### src/rtl/blowfish_pkg.sv
// Shared types and constants for the Blowfish CBC feeder and its chaining datapath.
package blowfish_pkg;
    localparam int HALF_W  = 32;
    localparam int BLOCK_W = 2 * HALF_W;
    localparam int unsigned TIMEOUT_CYCLES_DEF = 255;

    typedef logic [BLOCK_W-1:0] bf_block_t;

    typedef enum logic [2:0] {
        ST_IDLE,
        ST_CLR,
        ST_LAUNCH,
        ST_WAIT,
        ST_OUTPUT
    } cbc_state_e;
endpackage

### src/rtl/blowfish_cbc_ctrl_if.sv
// Plaintext/ciphertext streams, IV/mode controls and the core request/response bundle.
interface blowfish_cbc_ctrl_if;
    import blowfish_pkg::*;

    logic      iv_load;
    bf_block_t iv;
    logic      chain_en;
    logic      in_valid, in_ready, in_last;
    bf_block_t in_data;
    logic      out_valid, out_ready, out_last;
    bf_block_t out_data;
    logic      core_clr, core_start, core_enc, core_done;
    bf_block_t core_plaintext, core_ct;
    logic      busy, err;

    modport slave (
        input  iv_load, iv, chain_en, in_valid, in_data, in_last, out_ready, core_ct, core_done,
        output in_ready, out_valid, out_data, out_last, core_clr, core_start, core_enc,
               core_plaintext, busy, err
    );

    modport master (
        output iv_load, iv, chain_en, in_valid, in_data, in_last, out_ready, core_ct, core_done,
        input  in_ready, out_valid, out_data, out_last, core_clr, core_start, core_enc,
               core_plaintext, busy, err
    );
endinterface

### src/rtl/blowfish_cbc_chain.sv
// CBC chain register and stored IV, plus the XOR that forms the block sent to the core.
module blowfish_cbc_chain
    import blowfish_pkg::*;
(
    input  logic      clk,
    input  logic      rst,
    input  logic      iv_load,
    input  bf_block_t iv,
    input  logic      chain_en,
    input  bf_block_t in_data,
    input  logic      ct_load,
    input  bf_block_t ct,
    input  logic      restore,
    output bf_block_t blk
);
    bf_block_t chain_q, chain_d, iv_q, iv_d, link;

    always_comb begin
        iv_d    = iv_load ? iv : iv_q;
        chain_d = chain_q;
        if (iv_load)      chain_d = iv;
        else if (ct_load) chain_d = ct;
        else if (restore) chain_d = iv_q;
    end

    // A fresh IV presented with the accepting block must chain that same block.
    assign link = iv_load ? iv : chain_q;
    assign blk  = in_data ^ (chain_en ? link : '0);

    always_ff @(posedge clk or posedge rst) begin
        if (rst) begin
            chain_q <= '0;
            iv_q    <= '0;
        end else begin
            chain_q <= chain_d;
            iv_q    <= iv_d;
        end
    end
endmodule

### src/rtl/blowfish_cbc_ctrl.sv
// Blowfish CBC feeder: chains plaintext and runs the core one block at a time.
// Define BLOWFISH_CBC_TIMEOUT_EN to add a core watchdog and the sticky err flag.
module blowfish_cbc_ctrl
    import blowfish_pkg::*;
#(
    parameter int unsigned TIMEOUT_CYCLES = TIMEOUT_CYCLES_DEF
) (
    input logic                clk,
    input logic                rst,
    blowfish_cbc_ctrl_if.slave bus
);
    cbc_state_e state_q, state_d;
    logic       in_ready_q, in_ready_d, busy_q, busy_d;
    logic       out_valid_q, out_valid_d, out_last_q, out_last_d;
    logic       core_clr_q, core_clr_d, core_start_q, core_start_d;
    logic       last_q, last_d, done_q;
    bf_block_t  out_data_q, out_data_d, core_pt_q, core_pt_d, chain_xor;
    logic       accept, done_rise, out_fire, timeout;

    assign accept    = (state_q == ST_IDLE) && in_ready_q && bus.in_valid;
    // A done flag still high from a failed clear never counts as completion.
    assign done_rise = bus.core_done && !done_q;
    assign out_fire  = (state_q == ST_OUTPUT) && bus.out_ready;

    blowfish_cbc_chain u_chain (
        .clk      (clk),
        .rst      (rst),
        .iv_load  ((state_q == ST_IDLE) && bus.iv_load),
        .iv       (bus.iv),
        .chain_en (bus.chain_en),
        .in_data  (bus.in_data),
        .ct_load  ((state_q == ST_WAIT) && done_rise),
        .ct       (bus.core_ct),
        .restore  (out_fire && last_q),
        .blk      (chain_xor)
    );

`ifdef BLOWFISH_CBC_TIMEOUT_EN
    logic [7:0] wd_cnt_q, wd_cnt_d;
    logic       err_q, err_d;

    always_comb begin
        wd_cnt_d = (state_q == ST_WAIT) ? wd_cnt_q + 8'd1 : 8'd0;
        err_d    = err_q | timeout;
    end

    assign timeout = (state_q == ST_WAIT) && !done_rise && (wd_cnt_d == TIMEOUT_CYCLES[7:0]);
    assign bus.err = err_q;

    always_ff @(posedge clk or posedge rst) begin
        if (rst) begin
            wd_cnt_q <= 8'd0;
            err_q    <= 1'b0;
        end else begin
            wd_cnt_q <= wd_cnt_d;
            err_q    <= err_d;
        end
    end
`else
    localparam int unsigned unused_timeout_cycles = TIMEOUT_CYCLES;
    assign timeout = 1'b0;
    assign bus.err = 1'b0;
`endif

    always_comb begin
        state_d      = state_q;
        core_clr_d   = 1'b0;
        core_start_d = core_start_q;
        core_pt_d    = core_pt_q;
        out_valid_d  = out_valid_q;
        out_data_d   = out_data_q;
        out_last_d   = out_last_q;
        last_d       = last_q;
        case (state_q)
            ST_IDLE: if (accept) begin
                core_pt_d  = chain_xor;
                last_d     = bus.in_last;
                core_clr_d = 1'b1;
                state_d    = ST_CLR;
            end
            ST_CLR: begin
                core_start_d = 1'b1;
                state_d      = ST_LAUNCH;
            end
            ST_LAUNCH: state_d = ST_WAIT;
            ST_WAIT: if (done_rise) begin
                core_start_d = 1'b0;
                out_valid_d  = 1'b1;
                out_data_d   = bus.core_ct;
                out_last_d   = last_q;
                state_d      = ST_OUTPUT;
            end else if (timeout) begin
                core_start_d = 1'b0;
                core_clr_d   = 1'b1;
                state_d      = ST_IDLE;
            end
            ST_OUTPUT: if (bus.out_ready) begin
                out_valid_d = 1'b0;
                state_d     = ST_IDLE;
            end
            default: state_d = ST_IDLE;
        endcase
        in_ready_d = (state_d == ST_IDLE);
        busy_d     = (state_d != ST_IDLE);
    end

    always_ff @(posedge clk or posedge rst) begin
        if (rst) begin
            state_q      <= ST_IDLE;
            in_ready_q   <= 1'b0;
            busy_q       <= 1'b0;
            out_valid_q  <= 1'b0;
            out_data_q   <= '0;
            out_last_q   <= 1'b0;
            core_clr_q   <= 1'b0;
            core_start_q <= 1'b0;
            core_pt_q    <= '0;
            last_q       <= 1'b0;
            done_q       <= 1'b0;
        end else begin
            state_q      <= state_d;
            in_ready_q   <= in_ready_d;
            busy_q       <= busy_d;
            out_valid_q  <= out_valid_d;
            out_data_q   <= out_data_d;
            out_last_q   <= out_last_d;
            core_clr_q   <= core_clr_d;
            core_start_q <= core_start_d;
            core_pt_q    <= core_pt_d;
            last_q       <= last_d;
            done_q       <= bus.core_done;
        end
    end

    assign bus.in_ready       = in_ready_q;
    assign bus.busy           = busy_q;
    assign bus.out_valid      = out_valid_q;
    assign bus.out_data       = out_data_q;
    assign bus.out_last       = out_last_q;
    assign bus.core_clr       = core_clr_q;
    assign bus.core_start     = core_start_q;
    assign bus.core_enc       = core_start_q;
    assign bus.core_plaintext = core_pt_q;
endmodule

### src/flat_wrapper.sv
// flat-port wrapper written by rule: the top's interface ports become plain ports
module blowfish_cbc_ctrl_flat import blowfish_pkg::*;
#(
    parameter int unsigned TIMEOUT_CYCLES = TIMEOUT_CYCLES_DEF
)
  (clk, rst, bus_iv_load, bus_iv, bus_chain_en, bus_in_valid, bus_in_data, bus_in_last, bus_out_ready, bus_core_ct, bus_core_done, bus_in_ready, bus_out_valid, bus_out_data, bus_out_last, bus_core_clr, bus_core_start, bus_core_enc, bus_core_plaintext, bus_busy, bus_err);
  blowfish_cbc_ctrl_if bus_i ();
  input logic clk;
  input logic rst;
  input wire logic [$bits(bus_i.iv_load)-1:0] bus_iv_load;
  input wire logic [$bits(bus_i.iv)-1:0] bus_iv;
  input wire logic [$bits(bus_i.chain_en)-1:0] bus_chain_en;
  input wire logic [$bits(bus_i.in_valid)-1:0] bus_in_valid;
  input wire logic [$bits(bus_i.in_data)-1:0] bus_in_data;
  input wire logic [$bits(bus_i.in_last)-1:0] bus_in_last;
  input wire logic [$bits(bus_i.out_ready)-1:0] bus_out_ready;
  input wire logic [$bits(bus_i.core_ct)-1:0] bus_core_ct;
  input wire logic [$bits(bus_i.core_done)-1:0] bus_core_done;
  output wire logic [$bits(bus_i.in_ready)-1:0] bus_in_ready;
  output wire logic [$bits(bus_i.out_valid)-1:0] bus_out_valid;
  output wire logic [$bits(bus_i.out_data)-1:0] bus_out_data;
  output wire logic [$bits(bus_i.out_last)-1:0] bus_out_last;
  output wire logic [$bits(bus_i.core_clr)-1:0] bus_core_clr;
  output wire logic [$bits(bus_i.core_start)-1:0] bus_core_start;
  output wire logic [$bits(bus_i.core_enc)-1:0] bus_core_enc;
  output wire logic [$bits(bus_i.core_plaintext)-1:0] bus_core_plaintext;
  output wire logic [$bits(bus_i.busy)-1:0] bus_busy;
  output wire logic [$bits(bus_i.err)-1:0] bus_err;
  assign bus_i.iv_load = bus_iv_load;
  assign bus_i.iv = bus_iv;
  assign bus_i.chain_en = bus_chain_en;
  assign bus_i.in_valid = bus_in_valid;
  assign bus_i.in_data = bus_in_data;
  assign bus_i.in_last = bus_in_last;
  assign bus_i.out_ready = bus_out_ready;
  assign bus_i.core_ct = bus_core_ct;
  assign bus_i.core_done = bus_core_done;
  assign bus_in_ready = bus_i.in_ready;
  assign bus_out_valid = bus_i.out_valid;
  assign bus_out_data = bus_i.out_data;
  assign bus_out_last = bus_i.out_last;
  assign bus_core_clr = bus_i.core_clr;
  assign bus_core_start = bus_i.core_start;
  assign bus_core_enc = bus_i.core_enc;
  assign bus_core_plaintext = bus_i.core_plaintext;
  assign bus_busy = bus_i.busy;
  assign bus_err = bus_i.err;
  blowfish_cbc_ctrl #(.TIMEOUT_CYCLES(TIMEOUT_CYCLES)) u_core (.clk(clk), .rst(rst), .bus(bus_i));
endmodule
### config.mk
export PLATFORM = sky130hd
export DESIGN_NAME = blowfish_cbc_ctrl_flat
export DESIGN_NICKNAME = d
export VERILOG_FILES = /design/src/rtl/blowfish_pkg.sv /design/src/rtl/blowfish_cbc_ctrl_if.sv /design/src/rtl/blowfish_cbc_chain.sv /design/src/rtl/blowfish_cbc_ctrl.sv /design/src/flat_wrapper.sv
export SDC_FILE = /design/constraint.sdc
export NUM_CORES = 1
export LEC_CHECK = 0
export ABC_AREA = 0
export CORE_MARGIN = 8
export CORE_UTILIZATION = 44
export DETAILED_ROUTE_END_ITERATION = 12
export PLACE_DENSITY = 0.8
export SLEW_MARGIN = 15
export SYNTH_ARGS = -nofsm -noshare
export SYNTH_HDL_FRONTEND = slang
export SYNTH_SLANG_ARGS = --single-unit
export TNS_END_PERCENT = 10
### constraint.sdc
create_clock -name clk -period 8.9 [get_ports clk]
set_input_delay 1.335 -clock clk [delete_from_list [all_inputs] [get_ports clk]]
set_output_delay 1.335 -clock clk [all_outputs]
set_load 0.02 [all_outputs]
# After elaboration in Yosys (flattened, before gate mapping)

Cells that the tools add are included.

Register bits after elaboration: 267
Input port bits: 200
Word-level logic and storage cells: 54
Output and inout bits: 136

Reduce and logical (&&, ||, !) cells: 18
Eq/ne operators: 6
Bitwise gates (word level): 1
Multiplexer cells: 16

Operator list:

| kind                 | count |
|---|---|
| $mux W64             | 5 |
| $xor A64 B64 Y64     | 1 |
| $pmux W3 S5          | 1 |
| $mux W3              | 3 |
| $logic_and A1 B1 Y1  | 7 |
| $eq A3 B2 Y1 const B | 2 |
| $logic_not A3 Y1     | 2 |
| $reduce_and A2 Y1    | 3 |
| $reduce_bool A3 Y1   | 2 |
| $mux W1              | 5 |
| $pmux W1 S2          | 2 |
| $reduce_bool A2 Y1   | 2 |
| $eq A3 B1 Y1 const B | 1 |
| $eq A3 B3 Y1 const B | 1 |
| $reduce_and A3 Y1    | 1 |
| $ne A2 B1 Y1 const B | 1 |
| $ne A2 B2 Y1 const B | 1 |
| $logic_not A1 Y1     | 1 |

# Logic depth before layout (Yosys ltp)

Depth after elaboration: 6
Depth in mapped cells: 7
Depth with buffers taken out: 5

# Hierarchy

Synthesis repeated with hierarchy kept, for this count alone.

Cell total of the unflattened synthesis: 1079
Area total of the unflattened synthesis: 12826.1 um2

Modules (own cells, without submodules):

| module             | area an instance (um2) | seq. area each (um2) | cells each | instances |
|---|---|---|---|---|
| blowfish_cbc_chain | 7578.5                 | 3203.1               | 769        | 1 |
| blowfish_cbc_ctrl  | 5247.5                 | 3478.3               | 310        | 1 |

# Least setup slack after synthesis

No wires, ideal clock.

Path kind: input to register
From: input port bus_iv_load
To: register u_core.u_chain.chain_q[39]
Arrival: 2.590 ns
Data required time: 8.818 ns
Slack: 6.228 ns
Stages on the path: 5
Path buffers: 1
Cell sequence: or3b_2 > a21oi_2 > clkbuf_1 > nor3_1 > a31oi_1

Cells in the longest elaborated chain, start to end: 2
Elaborated cells between the ends (all ways): 3

RTL lines:

| element                                                                | RTL line                 | RTL |
|---|---|---|
| from (decl)                                                            | flat_wrapper.sv:10       | `input wire logic [$bits(bus_i.iv_load)-1:0] bus_iv_load;` |
| $logic_and A1 B1 Y1 (*)                                                | blowfish_cbc_ctrl.sv:28  | `.iv_load ((state_q == ST_IDLE) && bus.iv_load),` |
| $reduce_bool A3 Y1 (no source line) / $mux W64 (equally long branches) | -                        |  |
| to (signal assigned)                                                   | blowfish_cbc_chain.sv:35 | `chain_q <= chain_d;` |
| to (decl)                                                              | blowfish_cbc_chain.sv:16 | `bf_block_t chain_q, chain_d, iv_q, iv_d, link;` |

Every way passes the cells marked *; elsewhere a longest branch is shown, timed or not.
A chain may end at the register's enable or synchronous reset.

# Worst setup path after layout

From: input port bus_iv_load
To: register u_core.core_pt_q[45] (netlist: u_core.bus.core_plaintext[45])

Cells in the longest elaborated chain, start to end: 4

RTL lines:

| element              | RTL line                 | RTL |
|---|---|---|
| $logic_and A1 B1 Y1  | blowfish_cbc_ctrl.sv:28  |  |
| $mux W64             | blowfish_cbc_chain.sv:27 | `assign link = iv_load ? iv : chain_q;` |
| $mux W64             | blowfish_cbc_chain.sv:28 | `assign blk = in_data ^ (chain_en ? link : '0);` |
| $xor A64 B64 Y64     | blowfish_cbc_chain.sv:28 |  |
| to (signal assigned) | blowfish_cbc_ctrl.sv:129 | `core_pt_q <= core_pt_d;` |
| to (decl)            | blowfish_cbc_ctrl.sv:17  | `bf_block_t out_data_q, out_data_d, core_pt_q, core_pt_d, chain_xor;` |

Every way passes these cells.

==> flow_results.org <==
** Placed design
- The wire-length estimate of the detail-placed layout is 25.7 mm.
- In this run the tool buffered the top-level ports with 334 buffer cells.
- Placed cell count :: between 1500 and 2000
- OpenSTA, run right after detailed placement, puts the worst setup slack at between 4 and 5 ns.
- At the end of routability-driven placement, the weighted congestion stood at 0.775.

** Global routing
- Entering global routing, the biggest net connects 173 pins.
- The number of global-route vias before repair came to 10900.
- The initial antenna violation count was 4.
- The first global-routing pass estimated 59.4 mm of wire.
- Combined global-route utilization of all metal layers :: 22.1%
- After global routing the overflow that remains totals 0.

** Setup path
- Tracing the worst setup path back leads to its startpoint at bus_iv_load.
- Depth of the worst register-to-register path :: 5
- Minimum setup slack among reg-to-reg paths :: between 5 and 6 ns
- The critical path ends at u_core.bus.core_plaintext[45]$_DFFE_PP0P_.
- Launching element type of the critical path :: input port
- Endpoint of the lowest-slack register-to-register path :: u_core.bus.core_plaintext[45]$_DFFE_PP0P_
- Worst setup path class :: input port to flop
- STA puts the critical path data required time at ~9.3 ns.
- Type of element capturing the critical path :: flop
- FF-to-FF Start :: u_core.state_q[2]$_DFF_PP0_
- Crit-path max FO :: 72
- Data arrival time at the worst-slack endpoint :: just over 4 ns

** Timing
- Post-route setup TNS :: 0 ns
- Period minus WS final :: 3.77 ns
- Setup repair after global routing left no endpoint under its margin.
- Max-Slew Margin vs Limit :: 28.4%
- Setup violations remaining at the end of the flow were counted as 0.
- Share of the clock period used by the worst path :: between 40% and 50%
- Transition time at the pin with the least slew margin :: 1.07 ns
- Max frequency :: 0.266 GHz
- Post-route clock skew :: 0.0108 ns
- Across all setup checks in the final design, the least slack found is 5.13 ns.
- Count of final hold-check violations :: 0
- Final number of max-transition violations :: 0

** Floorplanning
- Once the floorplan was initialized, standard cells occupied 44.8% of the core.
- The region available for standard cell placement spans 26900 um^2.
- In this run the vertical extent of the chip is 181 um.
- The die is 181 um wide.
- The floorplan step defined a die boundary enclosing 32900 um^2.
- The initialized floorplan defines 60 standard-cell rows.
- I/O pins :: 336

** Yosys
- After synthesis the cells add up to 12000 um^2.
- In the synthesized netlist the dominant register cell turns out to be dfrtp_1.
- Synth area leader :: dfrtp_1
- Number of warning messages in the yosys log :: 0
- Yosys instantiated no cell more often than nand2_1.
- Count of different cell masters after synthesis :: 30
- For this run, the register share of the synthesized area comes to 55.5%.
- Number of flops mapped to enable cells by yosys :: 0
- Async set-or-reset flop fraction in the synthesized netlist :: between 90% and 100%
- By area the synthesized netlist is led by dfrtp_1 (56%), nand2_1 (18%), mux2i_1 (5.3%), xnor2_1 (4.7%), o21ai_0 (3.3%).
- Counting flops and latches in the post-synthesis netlist gives approximately 270.
- Total nets after synthesis :: 1558
- Of the post-synthesis cell area, the dominant cell type holds 55.5%.
- Most common library cells after synthesis :: nand2_1 (584), dfrtp_1 (267), o21ai_0 (79)
- Synthesis produced between 1000 and 1500 cells.
- Average cell area after synthesis :: 8.86 um^2

** Pwr
- Combinational logic burns about two fifths of the power.
- Int Power :: 0.00337 W
- Fraction of power spent switching nets :: 36.4%
- Switching power summed over all nets :: between 0.0015 and 0.002 W
- Total leakage power :: between 7 and 8 nW
- After layout, the design draws a total of 0.00531 W.
- Fraction of power consumed by sequential logic :: 38.9%
- Power spread over the standard cell area amounts to 324 nW/um^2.
- IR analysis of the VDD net gives a maximum drop of 153 uV.
- Clock network fraction of total power :: 20.8%

** Route
- Summed over all layers, the routed wires come to 37.6 mm.
- The first detailed-routing pass took 6 iterations.
- Total number of vias :: between 10000 and 15000
- After detailed routing, the average wire length per cell comes to 18.8 um.
- For this block, the initial DRC count from the detailed router was 823.
- The count of nets left with antenna violations once routing finished came out at 0.
- After detailed routing, the number of vias per cell comes to 5.28.
- Residual DRC count :: 0

** Clock network
- CTS built an H-tree with a depth of 1.
- Once the clock tree was built, the setup fixing pass inserted 0 buffers.
- Post-CTS Hold Fix Bufs :: 0
- Buffers from clock root to sink, at most :: 3
- At the later pin of the worst-skew pair, clock insertion delay measures 0.53 ns.
- Clock tree synthesis inserted a total of 29 buffers.
- After clock tree synthesis, the clock-pin slew on the worst setup and hold paths is 0.06 ns.
- Number of resized instances in the post-cts repair step :: 0
- Clock tree from TritonCTS :: done
- The tree is rooted in a clkbuf_16.
- Clock Sinks :: 267

** Final layout
- Fill cell instance count of the final layout :: 2240
- Post-synthesis to final-layout area growth :: 36.1%
- The net count of the finished layout is 1842.
- The post-route netlist has between 3 and 4% of its cells at a drive strength greater than 1.
- Post-layout instance count excluding filler cells :: 2003

** Status
- Outcome :: complete, no violations

** Flow run
- Max-cap check violation count :: 0

** Worst hold path
- The worst hold path belongs to the class flop to flop.
[cell families after synthesis]
kind of cell | synth area share (%)
AO/OA/AOI/OAI | 8.92
other | 0.0312
flip-flops | 55.5
AND/OR/NAND/NOR | 22.0
buffers and inverters | 3.52
multiplexers | 5.32
XOR/XNOR | 4.66
[power by group through the flow]
stage,logic (W),clock network (W),registers (W)
floorplan,0.000955,0,0.00234
global placement,0.00209,0,0.00205
detailed placement,0.00217,0,0.00208
CTS,0.00218,0.00113,0.00206
global route,0.00234,0.00117,0.00213
finish,0.00214,0.00110,0.00206
[registers in the layout (all words and copies together), names as in the netlist, 3 cells and up]
register                   count
u_core.state_q                 3
u_core.u_chain.chain_q        64
u_core.bus.core_plaintext     64
u_core.u_chain.iv_q           64
u_core.bus.out_data           64
[area by class of cell]
cell class / count / area [um^2] / share of cell area [%]
clock inverter: 4 / 20.0 / 0.122
sequential: 267 / 6680 / 40.8
timing repair buffer: 345 / 3440 / 21.0
multi-input combinational: 997 / 4980 / 30.4
tap: 341 / 427 / 2.60
antenna: 2 / 5.00 / 0.0305
clock buffer: 45 / 826 / 5.04
inverter: 2 / 15.0 / 0.0916
[through the flow]
step	utilization (%)	instance area (um^2)	hold slack [ns]
floorplan	-	12000	0.441
global placement	57.8	15500	0.451
detailed placement	57.8	15500	0.457
CTS	61.0	16400	0.472
global route	61.0	16400	0.487
finish	61.0	16400	0.468
[routing by layer]
layer | track usage, % | wire length, um
met2 | 38.0 | 18500
met5 | 0 | 27
met1 | 26.2 | 15000
met4 | 9.12 | 1470
met3 | 5.37 | 2640
[critical path: stages]
cell and delay [ns]:
clkdlybuf4s50_1 0.44, or4b_4 0.90, buf_4 0.81, mux2i_1 0.34, xnor2_1 0.18, o21ai_1 0.10
[cells in the final DEF (no fill, tap or decap), types with 2 or more instances in the layout]
cell type | Yosys | layout
buf_4 | 2 | 11
a31oi_1 | 63 | 63
clkdlybuf4s50_1 | 0 | 333
diode_2 | 0 | 2
nand2b_1 | 2 | 2
clkbuf_1 | 67 | 12
xnor2_1 | 64 | 64
o21ai_1 | 50 | 50
mux2i_1 | 64 | 64
nor3_1 | 66 | 65
clkbuf_8 | 0 | 4
o21ai_0 | 79 | 79
dfrtp_1 | 267 | 267
nand3b_1 | 3 | 3
nand2_1 | 584 | 584
clkinv_2 | 0 | 4
nor2_1 | 6 | 5
clkbuf_16 | 0 | 29
a21oi_1 | 2 | 2
[worst min-delay path by stage]
stage	startpoint	endpoint	slack [ns]	depth (start not counted)
2_1_floorplan	u_core.u_chain.iv_q[0]$_DFFE_PP0P_	u_core.u_chain.iv_q[0]$_DFFE_PP0P_	0.44	2
3_3_place_gp	u_core.u_chain.iv_q[39]$_DFFE_PP0P_	u_core.u_chain.iv_q[39]$_DFFE_PP0P_	0.45	2
3_5_place_dp	u_core.u_chain.iv_q[1]$_DFFE_PP0P_	u_core.u_chain.iv_q[1]$_DFFE_PP0P_	0.46	2
4_1_cts	u_core.u_chain.iv_q[2]$_DFFE_PP0P_	u_core.u_chain.iv_q[2]$_DFFE_PP0P_	0.47	2
5_1_grt	u_core.u_chain.iv_q[0]$_DFFE_PP0P_	u_core.u_chain.iv_q[0]$_DFFE_PP0P_	0.49	2
6_report	u_core.u_chain.iv_q[1]$_DFFE_PP0P_	u_core.u_chain.iv_q[1]$_DFFE_PP0P_	0.47	2
Power figures use the tool's default switching activity.
